$ cat config.mk
export PLATFORM = sky130hd
export DESIGN_NAME = signed_div
export DESIGN_NICKNAME = d
export VERILOG_FILES = /design/src/rtl/signed_div_pkg.sv /design/src/rtl/signed_div_step.sv /design/src/rtl/signed_div.sv
export SDC_FILE = /design/constraint.sdc
export NUM_CORES = 1
export LEC_CHECK = 0
export ABC_AREA = 1
export CAP_MARGIN = 25
export CORE_MARGIN = 4
export CORE_UTILIZATION = 55
export CTS_BUF_LIST = sky130_fd_sc_hd__clkbuf_16
export CTS_CLUSTER_SIZE = 30
export DETAILED_ROUTE_END_ITERATION = 8
export PLACE_DENSITY = 0.78
export SLEW_MARGIN = 20
export SYNTH_ARGS = -nofsm -noshare
export SYNTH_HDL_FRONTEND = slang
export SYNTH_SLANG_ARGS = --single-unit
$ cat constraint.sdc
create_clock -name clk -period 6.29 [get_ports clk]
set_input_delay 1.5725 -clock clk [delete_from_list [all_inputs] [get_ports clk]]
set_output_delay 1.5725 -clock clk [all_outputs]
set_load 0.02 [all_outputs]
$ cat src/rtl/signed_div_pkg.sv
// Shared types and constants for the iterative signed divider.
package signed_div_pkg;

  localparam int unsigned DIV_W   = 32;
  localparam int unsigned DIV_LAT = 33;
  localparam logic [DIV_W-1:0] DBZ_QUOT = 32'hFFFF_FFFF;

  typedef enum logic [1:0] {
    IDLE = 2'd0,
    CALC = 2'd1,
    DONE = 2'd2
  } state_t;

  // Two's-complement magnitude; 32'h80000000 maps to itself, read as unsigned.
  function automatic logic [DIV_W-1:0] abs_val(input logic [DIV_W-1:0] v);
    return v[DIV_W-1] ? (~v + 1'b1) : v;
  endfunction

endpackage

$ cat src/rtl/signed_div_step.sv
// One unsigned restoring shift/subtract iteration (purely combinational).
module div_step
  import signed_div_pkg::*;
(
  input  logic [DIV_W:0]   rem_in,
  input  logic [DIV_W-1:0] dvd_in,
  input  logic [DIV_W-1:0] dvs_in,
  output logic [DIV_W:0]   rem_out,
  output logic [DIV_W-1:0] dvd_out
);

  logic [DIV_W+1:0] shifted;
  logic [DIV_W+1:0] dvs_ext;
  logic             fits;

  always_comb begin
    shifted = {rem_in, dvd_in[DIV_W-1]};
    dvs_ext = {2'b00, dvs_in};
    fits    = (shifted >= dvs_ext);
    rem_out = fits ? (DIV_W+1)'(shifted - dvs_ext) : shifted[DIV_W:0];
    // Quotient bits shift in from the right as dividend bits leave on the left.
    dvd_out = {dvd_in[DIV_W-2:0], fits};
  end

endmodule

$ cat src/rtl/signed_div.sv
// 32-bit signed divider: magnitude restoring division over 32 cycles, sign fix-up at the end.
module signed_div
  import signed_div_pkg::*;
(
  input  logic              clk,
  input  logic              rst,
  input  logic              start,
  input  logic [DIV_W-1:0]  x,
  input  logic [DIV_W-1:0]  y,
  output logic [DIV_W-1:0]  quot,
  output logic [DIV_W-1:0]  rem,
  output logic              busy,
  output logic              done,
  output logic              dbz
);

  state_t           state_q;
  logic [DIV_W:0]   prem_q;
  logic [DIV_W-1:0] dvd_q;
  logic [DIV_W-1:0] dvs_q;
  logic             sign_x_q;
  logic             sign_y_q;
  logic [4:0]       cnt_q;

  logic [DIV_W:0]   step_rem;
  logic [DIV_W-1:0] step_dvd;
  logic [DIV_W-1:0] quot_fix;
  logic [DIV_W-1:0] rem_fix;

  div_step u_step (
    .rem_in  (prem_q),
    .dvd_in  (dvd_q),
    .dvs_in  (dvs_q),
    .rem_out (step_rem),
    .dvd_out (step_dvd)
  );

  // Truncation toward zero: quotient sign from xor, remainder follows the dividend.
  always_comb begin
    quot_fix = (sign_x_q ^ sign_y_q) ? (~step_dvd + 1'b1) : step_dvd;
    rem_fix  = sign_x_q ? (~step_rem[DIV_W-1:0] + 1'b1) : step_rem[DIV_W-1:0];
  end

  always_ff @(posedge clk) begin
    if (rst) begin
      state_q  <= IDLE;
      prem_q   <= '0;
      dvd_q    <= '0;
      dvs_q    <= '0;
      sign_x_q <= 1'b0;
      sign_y_q <= 1'b0;
      cnt_q    <= '0;
      quot     <= '0;
      rem      <= '0;
      dbz      <= 1'b0;
      busy     <= 1'b0;
      done     <= 1'b0;
    end else begin
      unique case (state_q)
        IDLE: begin
          done <= 1'b0;
          if (start) begin
            if (y == '0) begin
              quot    <= DBZ_QUOT;
              rem     <= x;
              dbz     <= 1'b1;
              done    <= 1'b1;
              state_q <= DONE;
            end else begin
              dvd_q    <= abs_val(x);
              dvs_q    <= abs_val(y);
              sign_x_q <= x[DIV_W-1];
              sign_y_q <= y[DIV_W-1];
              prem_q   <= '0;
              cnt_q    <= '0;
              busy     <= 1'b1;
              state_q  <= CALC;
            end
          end
        end
        CALC: begin
          prem_q <= step_rem;
          dvd_q  <= step_dvd;
          cnt_q  <= cnt_q + 5'd1;
          // The final step's result feeds the fix-up directly, so DONE follows at once.
          if (cnt_q == 5'(DIV_LAT - 2)) begin
            quot    <= quot_fix;
            rem     <= rem_fix;
            dbz     <= 1'b0;
            busy    <= 1'b0;
            done    <= 1'b1;
            state_q <= DONE;
          end
        end
        DONE: begin
          done    <= 1'b0;
          state_q <= IDLE;
        end
        default: begin
          busy    <= 1'b0;
          done    <= 1'b0;
          state_q <= IDLE;
        end
      endcase
    end
  end

endmodule
==> metrics.cfg <==
[setup_path]
rr_endpoint=quot[30]$_SDFFE_PP0P_
crit_required_ns=6.63
ff2ff_path_depth=27
crit_arrival_ns=5.09
critPathKind=reg2reg
rr_startpoint=dvd_q[31]$_SDFFE_PP0P_
critPathLaunchType=flip-flop
crit_fanout=19
rrSetupSlack_ns=1.54
endpoint_kind=flip-flop

[synth]
postSynthAreaPerCell_um2=6.12
netlist.area_leader.share=0.272
synthTopCellsByArea=dfxtp_1 27%, nand2_1 15%, a21oi_1 7.6%
synth.most_common_cell=nand2_1
synth-edff-count=0
yosys_register_bits=173
async_reset_ff_frac=0
syn_inst=2083
netlist_top_cells_count=508 x nand2_1, 254 x inv_1, 224 x nor2_1
syn_nets=2189
syn_area_um2=12700
synth_warnings=0
synth_area_leader_cell=dfxtp_1
synth-main-ff-cell=dfxtp_1
synth_cell_types=58
ys_seq_area_frac=0.272

[grt]
grt_pass1_vias=13400
overflow=0
antenna_found_initial=0
grt_max_degree=96
grtUsageTotal=0.341
grt_first_pass_wirelength_um=71100

[place]
port_buffers=133
dp_cells=2428
gp_congestion=1.00
dp_hpwl_um=34500
place_ws_ns=1.21

[clock_tree]
clkTransAtPathRegs_ns=0.08
ctsHoldBuffers=0
numCtsBuffers=17
clock-root-buffer=clkbuf_16
cts_buffer_depth=2
cts_tree=yes
cts_resized=0
post-cts-setup-buffers=0
clock-sinks=173
cts_max_level=4
clk_latency_ns=0.44

[sta]
timing_worst_slew_pin_value_ns=1.04
relSlewSlack=0.309
skew_ns=0.0149
finalSetupViolCount=0
tns_ns=0
finalHoldViolations=0
slew_violations=0
min_period_ns=4.75
fmax_ghz=0.210
timing.final.crit_share=0.755
grt_setup_unrepaired=false
setup_slack_ns=1.54

[cells_and_area]
syn2layout_area_growth_pct=15.3
fillCellCount=2132
final_cells=2460
layout-drive-gt1-share=0.0529
regArea_um2=3460
fin_util=0.647
multiInputGateArea_um2=7870
antennaDiodeCount=0
fin_nets=2268

[floorplan]
core_area_um2=22700
start_util=0.561
rows=55
fp.dieW_um=160
io_pins=134
die_y_um=160
die_area_um2=25700

[run]
cap_violations=0

[routing]
wl_um=45200
vias=14500
detail-route-antenna-nets=0
via_per_inst=5.89
drt-initial-drc-count=1631
dr.pass1.iters=6
wl_per_cell_um=18.4
drc_errors=0

[hold_path]
whs_path_depth=2
hold_class=reg2reg
hp-start=quot[25]$_SDFFE_PP0P_
min_to=quot[25]$_SDFFE_PP0P_

[outcome]
outcome=completed

sequential cells by signal (all words and copies together), names as in the netlist:
register,count
busy,1
prem_q,33
sign_x_q,1
rem,32
dbz,1
done,1
quot,32
cnt_q,5
sign_y_q,1
dvd_q,32
dvs_q,32
state_q,2
cell type report:
class | count | area share
multi-input combinational | 1560 | 0.536
sequential | 173 | 0.236
timing repair buffer | 148 | 0.0981
inverter | 262 | 0.0669
clock buffer | 17 | 0.0290
tap | 285 | 0.0243
clock inverter | 15 | 0.0103
worst max-delay path, cell delays in order (launching register included):
cell and delay, ns:
dfxtp_1 0.33, inv_1 0.07, ha_1 0.14, inv_1 0.12, fa_1 0.46, nand3_1 0.13
nand3_2 0.13, nand2_1 0.16, nand2_2 0.10, nand3_4 0.22, nand2_4 0.08, inv_2 0.15
ha_1 0.21, nand3_1 0.13, nor3_1 0.25, nand3_1 0.20, nor3_2 0.26, nand4_1 0.25
nor2_1 0.15, nand2_1 0.10, nor3_1 0.23, nand3_1 0.18, nor2_1 0.20, a21oi_1 0.11
nand2_1 0.09, nand2_1 0.05, o21ai_1 0.12, inv_1 0.04
cells in the final DEF, fill, tap and decap left out, drive strengths merged, types with 16 or more instances in the layout:
cell	n
nor3	42
nand4	31
a31oi	37
nand2	521
dfxtp	173
o211ai	16
ha	38
clkdlybuf4s50	132
o21ai	168
a21oi	198
clkbuf	17
nor2	233
xor2	33
nand3	152
inv	268
xnor2	17
cell families (layout without fill, tap and decap cells):
kind of cell | count (synthesis) | in the layout | share of synthesized area
buf+inv | 350 | 442 | 0.113
compound gates | 460 | 460 | 0.199
fa+ha+maj | 39 | 39 | 0.0389
flops | 173 | 173 | 0.272
xor+xnor | 50 | 50 | 0.0344
simple gates | 1011 | 1011 | 0.343
worst max path at each step:
stage / start / to
floorplan: dvd_q[31]$_SDFFE_PP0P_ / quot[30]$_SDFFE_PP0P_
global placement: y[0] / rem[18]$_SDFFE_PP0P_
detailed placement: y[0] / cnt_q[2]$_SDFFE_PP0P_
CTS: dvd_q[31]$_SDFFE_PP0P_ / quot[30]$_SDFFE_PP0P_
global route: dvs_q[25]$_SDFFE_PP0P_ / quot[30]$_SDFFE_PP0P_
finish: dvd_q[31]$_SDFFE_PP0P_ / quot[30]$_SDFFE_PP0P_
routing by layer:
layer | track usage | part of all wire | up-vias
met5 | 0 | 0 | -
met4 | 0.161 | 0.051 | 0
met2 | 0.558 | 0.46 | 770
met3 | 0.0511 | 0.087 | 155
li1 | - | - | 7005
met1 | 0.443 | 0.40 | 6555
stage by stage:
stage,area [µm²],hold WS (ns)
after floorplan,12700,0.437
after global placement,14100,0.447
after detailed placement,14100,0.454
after CTS,14700,0.466
after global routing,14700,0.479
final,14700,0.466
Power is not shown: default switching activity piles up to over one toggle a cycle in this logic, so the estimate is an artifact.
